$ cat src/rtl/projector_pkg.sv
// Shared widths, defaults and types for the virtual point projector.
package projector_pkg;

    localparam int unsigned DEF_H_ACTIVE  = 1280;
    localparam int unsigned DEF_V_ACTIVE  = 720;
    localparam int unsigned X_W           = 11;
    localparam int unsigned Y_W           = 10;
    localparam int unsigned SCALAR_W      = 16;
    localparam int unsigned DEF_FRAC_BITS = 8;
    localparam int unsigned PROD_W        = 28;
    localparam int unsigned ACC_W         = 32;

    typedef enum logic [3:0] {
        S_IDLE,
        S_LATCH,
        S_REQ,
        S_WAIT,
        S_MAC0,
        S_MAC1,
        S_MAC2,
        S_FINAL,
        S_OUT
    } state_t;

    typedef logic signed [SCALAR_W-1:0] scalar_t;

endpackage

$ cat src/rtl/point_affine_mac.sv
// One-axis signed multiply-accumulate: acc += scalar[sel] * delta[sel].
module point_affine_mac
    import projector_pkg::*;
#(
    parameter int unsigned DELTA_W = 12
) (
    input  logic                       clk,
    input  logic                       rst_n,
    input  logic                       clear,
    input  logic                       acc_en,
    input  logic [1:0]                 sel,
    input  logic [2:0][SCALAR_W-1:0]   scalars,
    input  logic [2:0][DELTA_W-1:0]    deltas,
    output logic signed [ACC_W-1:0]    acc
);

    scalar_t                    s_c;
    logic signed [DELTA_W-1:0]  d_c;
    logic signed [PROD_W-1:0]   prod_c;

    // Select the operand pair for this cycle and form the full-precision product.
    always_comb begin
        s_c = '0;
        d_c = '0;
        case (sel)
            2'd0: begin s_c = scalar_t'(scalars[0]); d_c = $signed(deltas[0]); end
            2'd1: begin s_c = scalar_t'(scalars[1]); d_c = $signed(deltas[1]); end
            2'd2: begin s_c = scalar_t'(scalars[2]); d_c = $signed(deltas[2]); end
            default: ;
        endcase
        prod_c = PROD_W'(s_c) * PROD_W'(d_c);
    end

    // Accumulator register: clear has priority over accumulate.
    always_ff @(posedge clk or negedge rst_n) begin
        if (!rst_n) begin
            acc <= '0;
        end else if (clear) begin
            acc <= '0;
        end else if (acc_en) begin
            acc <= acc + ACC_W'(prod_c);
        end
    end

endmodule

$ cat src/rtl/virtual_point_projector.sv
// Projects per-frame virtual points through four tracked markers to clipped screen pixels.
module virtual_point_projector
    import projector_pkg::*;
#(
    parameter int unsigned N_VIRTUAL_POINTS = 48,
    parameter int unsigned LOAD_LATENCY     = 2,
    parameter int unsigned FRAC_BITS        = DEF_FRAC_BITS,
    parameter int unsigned H_ACTIVE         = DEF_H_ACTIVE,
    parameter int unsigned V_ACTIVE         = DEF_V_ACTIVE
) (
    input  logic                        clk_in,
    input  logic                        rst_in,
    input  logic                        frame_start_in,
    input  logic [3:0][X_W-1:0]         tracking_x_in,
    input  logic [3:0][Y_W-1:0]         tracking_y_in,
    input  logic [2:0][SCALAR_W-1:0]    point_scalars_in,
    input  logic [3:0]                  point_color_in,
    output logic                        next_point_out,
    output logic [X_W-1:0]              pixel_x_out,
    output logic [Y_W-1:0]              pixel_y_out,
    output logic [3:0]                  color_out,
    output logic                        on_screen_out,
    output logic                        valid_out,
    input  logic                        ready_in,
    output logic                        busy_out,
    output logic                        done_out
);

    localparam int unsigned DX_W   = X_W + 1;
    localparam int unsigned DY_W   = Y_W + 1;
    localparam int unsigned SUM_W  = ACC_W + 1;
    localparam int unsigned IDX_W  = (N_VIRTUAL_POINTS > 1) ? $clog2(N_VIRTUAL_POINTS) : 1;
    localparam int unsigned WAIT_W = (LOAD_LATENCY > 1) ? $clog2(LOAD_LATENCY) : 1;

    state_t                     state_q, state_d;
    logic [IDX_W-1:0]           idx_q;
    logic [WAIT_W-1:0]          wait_q;
    logic [X_W-1:0]             t0x_q;
    logic [Y_W-1:0]             t0y_q;
    logic [2:0][DX_W-1:0]       dx_q;
    logic [2:0][DY_W-1:0]       dy_q;
    logic [2:0][SCALAR_W-1:0]   scal_q;
    logic [3:0]                 color_q;
    logic signed [ACC_W-1:0]    acc_x, acc_y;

    logic                       mac_clear_c, mac_en_c;
    logic [1:0]                 mac_sel_c;
    logic                       last_idx_c, wait_last_c, hs_c;
    logic signed [SUM_W-1:0]    sum_x_c, sum_y_c;
    logic [X_W-1:0]             clip_x_c;
    logic [Y_W-1:0]             clip_y_c;
    logic                       on_c;

    assign last_idx_c  = (idx_q == IDX_W'(N_VIRTUAL_POINTS - 1));
    assign wait_last_c = (wait_q == WAIT_W'(LOAD_LATENCY - 1));
    assign hs_c        = (state_q == S_OUT) && ready_in;

    // State register.
    always_ff @(posedge clk_in or negedge rst_in) begin
        if (!rst_in) state_q <= S_IDLE;
        else         state_q <= state_d;
    end

    // Next-state and MAC sequencing.
    always_comb begin
        state_d     = state_q;
        mac_clear_c = 1'b0;
        mac_en_c    = 1'b0;
        mac_sel_c   = 2'd0;
        case (state_q)
            S_IDLE:  if (frame_start_in) state_d = S_LATCH;
            S_LATCH: state_d = S_REQ;
            S_REQ: begin
                mac_clear_c = 1'b1;
                state_d     = S_WAIT;
            end
            S_WAIT:  if (wait_last_c) state_d = S_MAC0;
            S_MAC0: begin mac_en_c = 1'b1; mac_sel_c = 2'd0; state_d = S_MAC1; end
            S_MAC1: begin mac_en_c = 1'b1; mac_sel_c = 2'd1; state_d = S_MAC2; end
            S_MAC2: begin mac_en_c = 1'b1; mac_sel_c = 2'd2; state_d = S_FINAL; end
            S_FINAL: state_d = S_OUT;
            S_OUT:   if (ready_in) state_d = last_idx_c ? S_IDLE : S_REQ;
            default: state_d = S_IDLE;
        endcase
    end

    // Add T0, floor-shift the accumulated offset, and clip to the visible area.
    always_comb begin
        sum_x_c = SUM_W'($signed({1'b0, t0x_q})) + SUM_W'(acc_x >>> FRAC_BITS);
        sum_y_c = SUM_W'($signed({1'b0, t0y_q})) + SUM_W'(acc_y >>> FRAC_BITS);
        on_c    = 1'b1;
        if (sum_x_c[SUM_W-1]) begin
            clip_x_c = '0;
            on_c     = 1'b0;
        end else if (sum_x_c >= $signed(SUM_W'(H_ACTIVE))) begin
            clip_x_c = X_W'(H_ACTIVE - 1);
            on_c     = 1'b0;
        end else begin
            clip_x_c = X_W'(sum_x_c);
        end
        if (sum_y_c[SUM_W-1]) begin
            clip_y_c = '0;
            on_c     = 1'b0;
        end else if (sum_y_c >= $signed(SUM_W'(V_ACTIVE))) begin
            clip_y_c = Y_W'(V_ACTIVE - 1);
            on_c     = 1'b0;
        end else begin
            clip_y_c = Y_W'(sum_y_c);
        end
    end

    // Datapath registers and registered stream/handshake outputs.
    always_ff @(posedge clk_in or negedge rst_in) begin
        if (!rst_in) begin
            idx_q          <= '0;
            wait_q         <= '0;
            t0x_q          <= '0;
            t0y_q          <= '0;
            dx_q           <= '0;
            dy_q           <= '0;
            scal_q         <= '0;
            color_q        <= '0;
            next_point_out <= 1'b0;
            pixel_x_out    <= '0;
            pixel_y_out    <= '0;
            color_out      <= '0;
            on_screen_out  <= 1'b0;
            valid_out      <= 1'b0;
            busy_out       <= 1'b0;
            done_out       <= 1'b0;
        end else begin
            next_point_out <= (state_d == S_REQ);
            valid_out      <= (state_d == S_OUT);
            busy_out       <= (state_d != S_IDLE);
            done_out       <= hs_c && last_idx_c;
            case (state_q)
                S_LATCH: begin
                    t0x_q <= tracking_x_in[0];
                    t0y_q <= tracking_y_in[0];
                    for (int k = 0; k < 3; k++) begin
                        dx_q[k] <= DX_W'($signed({1'b0, tracking_x_in[k+1]}) - $signed({1'b0, tracking_x_in[0]}));
                        dy_q[k] <= DY_W'($signed({1'b0, tracking_y_in[k+1]}) - $signed({1'b0, tracking_y_in[0]}));
                    end
                    idx_q <= '0;
                end
                S_REQ: wait_q <= '0;
                S_WAIT: begin
                    wait_q <= wait_q + WAIT_W'(1);
                    if (wait_last_c) begin
                        scal_q  <= point_scalars_in;
                        color_q <= point_color_in;
                    end
                end
                S_FINAL: begin
                    pixel_x_out   <= clip_x_c;
                    pixel_y_out   <= clip_y_c;
                    color_out     <= color_q;
                    on_screen_out <= on_c;
                end
                S_OUT: if (ready_in && !last_idx_c) idx_q <= idx_q + IDX_W'(1);
                default: ;
            endcase
        end
    end

    point_affine_mac #(.DELTA_W(DX_W)) u_mac_x (
        .clk     (clk_in),
        .rst_n   (rst_in),
        .clear   (mac_clear_c),
        .acc_en  (mac_en_c),
        .sel     (mac_sel_c),
        .scalars (scal_q),
        .deltas  (dx_q),
        .acc     (acc_x)
    );

    point_affine_mac #(.DELTA_W(DY_W)) u_mac_y (
        .clk     (clk_in),
        .rst_n   (rst_in),
        .clear   (mac_clear_c),
        .acc_en  (mac_en_c),
        .sel     (mac_sel_c),
        .scalars (scal_q),
        .deltas  (dy_q),
        .acc     (acc_y)
    );

endmodule

$ cat config.mk
export PLATFORM = sky130hd
export DESIGN_NAME = virtual_point_projector
export DESIGN_NICKNAME = d
export VERILOG_FILES = /design/src/rtl/projector_pkg.sv /design/src/rtl/point_affine_mac.sv /design/src/rtl/virtual_point_projector.sv
export SDC_FILE = /design/constraint.sdc
export NUM_CORES = 2
export LEC_CHECK = 0
export ABC_AREA = 1
export CAP_MARGIN = 10
export CORE_ASPECT_RATIO = 1.25
export CORE_UTILIZATION = 60
export DETAILED_ROUTE_END_ITERATION = 10
export GPL_TIMING_DRIVEN = 0
export PLACE_DENSITY = 0.8
export SLEW_MARGIN = 40
export SYNTH_ARGS = -nofsm -noshare
export SYNTH_HDL_FRONTEND = slang
export SYNTH_SLANG_ARGS = --single-unit
export TNS_END_PERCENT = 10
$ cat constraint.sdc
create_clock -name clk_in -period 15.35 [get_ports clk_in]
set_input_delay 3.8375 -clock clk_in [delete_from_list [all_inputs] [get_ports clk_in]]
set_output_delay 3.8375 -clock clk_in [all_outputs]
set_load 0.005 [all_outputs]
# After elaboration in Yosys (flattened, before gate mapping)

Index checks and enable logic that the tools add are counted.

$add $sub $neg: 12
$mul: 2
Magnitude comparators: 2
Equality and inequality tests: 14
Mux-type cells: 26
Reductions and logical operators: 13

Operators with widths:

| operator               | number |
|---|---|
| $mux W32               | 4 |
| $pmux W16 S3           | 1 |
| $pmux W12 S3           | 1 |
| $pmux W4 S9            | 1 |
| $sub A11 B11 Y12       | 3 |
| $pmux W11 S3           | 1 |
| $sub A10 B10 Y11       | 3 |
| $add A32 B27 Y32       | 1 |
| $add A32 B28 Y32       | 1 |
| $mul A16 B12 Y28       | 1 |
| $mul A16 B11 Y27       | 1 |
| $add A11 B24 Y25       | 1 |
| $add A12 B24 Y25       | 1 |
| $ge A25 B11 Y1 const B | 1 |
| $ge A25 B12 Y1 const B | 1 |
| $mux W11               | 2 |
| $mux W10               | 2 |
| $eq A4 B3 Y1 const B   | 4 |
| $eq A4 B2 Y1 const B   | 3 |
| $mux W4                | 3 |
| $pmux W6 S2            | 1 |
| $eq A4 B4 Y1 const B   | 2 |
| $add A6 B1 Y6 const B  | 1 |
| $eq A6 B6 Y1 const B   | 1 |
| 18 further kinds       | 28 |

Register bits: 247
Input bits: 140
Output and inout port bits: 30
Logic and storage cells: 94

# Longest topological paths before layout

Depth in word-level cells: 8
Depth in mapped cells: 36
Depth with buffers taken out: 34

# Modules after synthesis

A second synthesis with hierarchy kept.

Cells, all modules: 4374
Area, all modules: 33696.1 µm²

By module, submodules not included:

| module                     | times used | cells each | area each (µm²) | sequential area each (µm²) |
|---|---|---|---|---|
| virtual_point_projector    | 1          | 1488       | 11657.4         | 4579.4 |
| point_affine_mac (u_mac_y) | 1          | 1469       | 11030.6         | 800.8 |
| point_affine_mac (u_mac_x) | 1          | 1417       | 11008.1         | 800.8 |

# Worst setup path before layout

No wires, ideal clock.

Kind: reg-to-reg
From: reg state_q[1]
To: reg u_mac_x.acc[28]
Library setup time: 0.134 ns
Data arrival time: 6.161 ns
Data required time: 15.216 ns
Slack: 9.055 ns
Cell stages (with the launch flop): 30
Path buffers: 1
Period minus slack after synthesis: 6.295 ns
Cell sequence: dfrtp_1 inv_1 nor2_1 nand2_1 inv_2 nor2_2 buf_2 nand2_1 nand3_1 inv_1 nor2_1 inv_1 fa_1 inv_1 fa_1 fa_1 fa_1 inv_1 fa_1 inv_1 ha_1 ha_1 nand2_1 nor4_1 nand3_1 nand3_1 a21o_1 a21oi_1 o21ai_0 o21ai_0

Cells in the longest elaborated chain, start to end: 8
Elaborated cells on any way between the ends: 18
Those cells by class: add/sub: 1; mul: 1; eq/ne: 6; mux: 7; reduce/logical: 3

Ends and longest elaborated chain:

| item                                         | line                          | text |
|---|---|---|
| start, declared                              | virtual_point_projector.sv:35 | `state_t state_q, state_d;` |
| start signal, assigned                       | virtual_point_projector.sv:61 | `else state_q <= state_d;` |
| $eq A4 B3 Y1                                 | virtual_point_projector.sv:70 | `case (state_q)` |
| $pmux W2 S2                                  | virtual_point_projector.sv:70 |  |
| $eq A2 B2 Y1, or another cell as far along   | point_affine_mac.sv:25        | `case (sel)` |
| $pmux W16 S3 or $pmux W12 S3 (tied branches) | point_affine_mac.sv:25        |  |
| $mul A16 B12 Y28                             | point_affine_mac.sv:31        | `prod_c = PROD_W'(s_c) * PROD_W'(d_c);` |
| $add A32 B28 Y32                             | point_affine_mac.sv:41        | `acc <= acc + ACC_W'(prod_c);` |
| $mux W32                                     | point_affine_mac.sv:40        | `end else if (acc_en) begin` |
| $mux W32                                     | point_affine_mac.sv:38        | `end else if (clear) begin` |
| end signal, assigned                         | point_affine_mac.sv:41        |  |
| end, declared                                | point_affine_mac.sv:14        | `output logic signed [ACC_W-1:0] acc` |

Several ways; a longest one is shown, not always the timed one. The select of a mux whose other input is x is not followed.
A chain may end at the register's enable or synchronous reset.

# Final worst setup path

From: reg state_q[3]
To: reg u_mac_x.acc[26]

The elaborated chain is that of the path after synthesis.

==> results by group <==
Place
  – Placer congestion estimate: between 1 and 1.5
  – Final HPWL DP: around 76000 microns
  – IO Port Bufs: 169

Global route
  – Total track usage: 0.366
  – Vias in the first global route: between 20000 and 30000
  – Global-route wire length before repair: around 150000 microns
  – Largest net degree at the start of global routing: 75
  – Grt ovf: 0
  – Antenna violations before repair: 3

STA
  – Post-layout min period: ~8 ns
  – Final Max Slew Viols: 0
  – Hold Vio Cnt, Final: 0
  – Setup Skew: approximately 0.069 ns
  – RSZ-0062 raised after global routing: no
  – Slew @ Worst Pin: about 0.83 ns
  – Rel. slew slack: 0.446
  – Finish-stage setup viols: 0
  – Tcrit/Tclk final: 0.524
  – Fmax achieved: about 120 MHz

Finish
  – Syn-to-layout area delta: 11.6%
  – Final core occ: 0.681
  – Fin nets: ~4800
  – Share of cells above drive strength 1: 0.0523

Synth
  – Dominant synthesized flop cell: dfrtp_1
  – Cells after synthesis: between 3000 and 4000
  – Dominant cells by area after synthesis: fa_1 (29%), dfrtp_1 (20%), nand2_1 (11%)
  – Post-synth EDFFs: 0
  – Register bit count reported by yosys: 247
  – Yosys top cell by area: fa_1
  – Synth Area per Inst: roughly 8 sq um
  – Synth top area share: 0.286
  – Syn_nets: 4601
  – Synth Cell Area: 0.0309 sq mm
  – Yosys cell types: 53
  – Sequential area share after synthesis: 0.200
  – Ys async rst share: 1.00
  – Warnings, synthesis: 0

Floorplanning
  – Die Wd: 205 microns
  – Core Box Area: between 0.05 and 0.06 sq mm
  – Row count: 92
  – DIE HEIGHT: ~260 microns
  – Full die area: between 0.05 and 0.06 sq mm
  – # IOs: 170
  – Initial core utilization: 0.611

Worst setup path
  – Data required time of the critical path: 15.78 ns
  – Critical R2R Capture: u_mac_x.acc[26]
  – Worst path depth: 33
  – Crit-path slowest cell: o21ai_0
  – WS Path Type: flip-flop to flip-flop
  – Most common cell type on the critical path: nand2_1
  – Reg-to-reg startpoint: state_q[3]
  – Largest stage delay on the critical path: 0.61 ns
  – WP buf/inv: 8
  – R2R depth: 33
  – Delay-heaviest family, CP: adder cells
  – Reg2reg setup slack: 7.31 ns
  – Crit path launch: state_q[3]
  – Critical Path Start Type: flip-flop
  – CP Capture Type: flip-flop
  – Arr. time, crit path: between 8 and 9 ns
  – CP max FO: 10
  – Worst setup path end: u_mac_x.acc[26]

Clocking
  – CTS resizes: 0
  – Clock transition at the registers of the reported paths: around 0.060 ns
  – CTS Buf Count: 28
  – Longest Clk Path Bufs: 3
  – Clk_lat worst skew: 0.63 ns
  – CTS HTree Levels: 1
  – Post-CTS setup buffers: 0
  – Root Driver: clkbuf_16
  – CTS Hold Bufs: 0
  – CTS tree: done
  – CTS Sinks: about 250

Status
  – Status: complete, no violations

Hold path
  – Worst hold path class: flip-flop to flip-flop

Detailed routing
  – Drt initial violations: approximately 2000
  – Drt total wl: around 91000 microns
  – DRC Markers: 0
  – Via count: 26037
  – Post-route ant nets: 0
  – Drt pass-1 iters: 6
  – WL/cell: just under 20 microns
  – Vias per cell: 5.59

Run
  – Number of max-cap violations: 0
[metrics by stage]
step | setup WS [ns] | hold WS, ns | TNS [ns] | instances | cell area, sq um
4_1_cts | 7.14 | 0.482 | 0 | 4652 | 34500
6_report | 7.31 | 0.478 | 0 | 4656 | 34500
2_1_floorplan | 9.06 | 0.443 | 0 | 3772 | 30900
3_5_place_dp | 7.15 | 0.464 | 0 | 4602 | 33600
3_3_place_gp | -0.319 | 0.465 | -70.75 | 4599 | 33400
5_1_grt | 6.83 | 0.497 | 0 | 4652 | 34500
[cells in the final DEF (no fill, tap or decap), drive strengths merged, types with 20 or more instances in the layout]
cell type      netlist  routed
a21oi              143     143
buf                 48      51
clkbuf              43      77
clkdlybuf4s50        0     168
dfrtp              247     247
fa                 442     442
ha                 247     247
inv                742     744
mux2                49      49
nand2              885     885
nand3              125     125
nand4               31      31
nor2               318     318
nor3                20      20
o21ai              214     214
xnor2               35      35
xor2                51      51
[cells in the mapped netlist, types with 4 or more instances]
| cell | n |
|---|---|
| a211oi_1 | 6 |
| a21boi_0 | 11 |
| a21o_1 | 16 |
| a21oi_1 | 142 |
| a22o_1 | 5 |
| a31oi_1 | 10 |
| and2_1 | 5 |
| buf_2 | 43 |
| clkbuf_1 | 43 |
| dfrtp_1 | 247 |
| fa_1 | 442 |
| ha_1 | 247 |
| inv_1 | 738 |
| inv_2 | 4 |
| mux2_2 | 49 |
| nand2_1 | 878 |
| nand2_2 | 6 |
| nand3_1 | 113 |
| nand3_2 | 12 |
| nand3b_1 | 12 |
| nand4_1 | 31 |
| nor2_1 | 308 |
| nor2_2 | 7 |
| nor3_1 | 16 |
| nor3_2 | 4 |
| nor4_1 | 5 |
| o211ai_1 | 4 |
| o21a_1 | 4 |
| o21ai_0 | 206 |
| o21ai_1 | 7 |
| o21bai_1 | 9 |
| o22ai_1 | 16 |
| or2_2 | 10 |
| xnor2_1 | 35 |
| xor2_1 | 51 |
[state kept, by name, summed over array words and instances (netlist names)]
| name | count |
|---|---|
| busy_out | 1 |
| color_out | 4 |
| color_q | 4 |
| done_out | 1 |
| dx_q | 36 |
| dy_q | 33 |
| idx_q | 6 |
| next_point_out | 1 |
| on_screen_out | 1 |
| pixel_x_out | 11 |
| pixel_y_out | 10 |
| scal_q | 48 |
| state_q | 4 |
| t0x_q | 11 |
| t0y_q | 10 |
| u_mac_x.acc | 32 |
| u_mac_y.acc | 32 |
| valid_out | 1 |
| wait_last_c | 1 |
[cell type report]
type                            instances  area [sq um]
Sequential cell                       247          6180
Buffer                                 91           420
Tap cell                              658           823
Inverter                              745          2800
Timing Repair Buffer                  172          1780
Antenna cell                            4          10.0
Multi-Input combinational cell       2689         21600
Clock inverter                         17           196
Clock buffer                           33           749
Fill cell                            4158         16100
[per-layer routing]
layer | vias to the layer above | global-route usage | wire (microns)
met5 | - | 0 | 12
met4 | 2 | 0.255 | 7530
met3 | 339 | 0.0670 | 6790
met2 | 1063 | 0.595 | 42900
met1 | 12589 | 0.439 | 34000
li1 | 12044 | - | -
[cells by family (layout without fill, tap and decap cells)]
group	count (synthesis)	in the layout	synth area share
DFF	247	247	0.200
buffers and inverters	836	1058	0.104
and+or+nand+nor	1414	1414	0.188
AOI/OAI and AO/OA	451	451	0.0803
muxes	49	49	0.0178
adders and majority gates	689	689	0.386
xor gates and xnor gates	86	86	0.0244
other	0	4	0
[worst min path at each step]
| stage | endpoint | cells after the start | slack, ns | startpoint |
|---|---|---|---|---|
| final | color_out[3] | 2 | 0.48 | color_q[3] |
| after CTS | pixel_y_out[2] | 2 | 0.48 | pixel_y_out[2] |
| after detailed placement | pixel_x_out[4] | 2 | 0.46 | pixel_x_out[4] |
| after floorplan | color_out[3] | 2 | 0.44 | color_q[3] |
| after global routing | dx_q[3] | 2 | 0.50 | dx_q[3] |
| after global placement | dx_q[21] | 2 | 0.47 | dx_q[21] |
[worst register-to-register path, delay by kind of cell (launching register included)]
kind                       cells  cell delay (ns)
buffers and inverters          8             1.39
and+or+nand+nor               13             1.75
AOI/OAI and AO/OA              5             1.12
adders and majority gates      7             3.23
DFF                            1             0.39
Power is left out: the tool's default activity adds up to more than one toggle a clock period on the data nets, which glitch-free logic cannot reach.
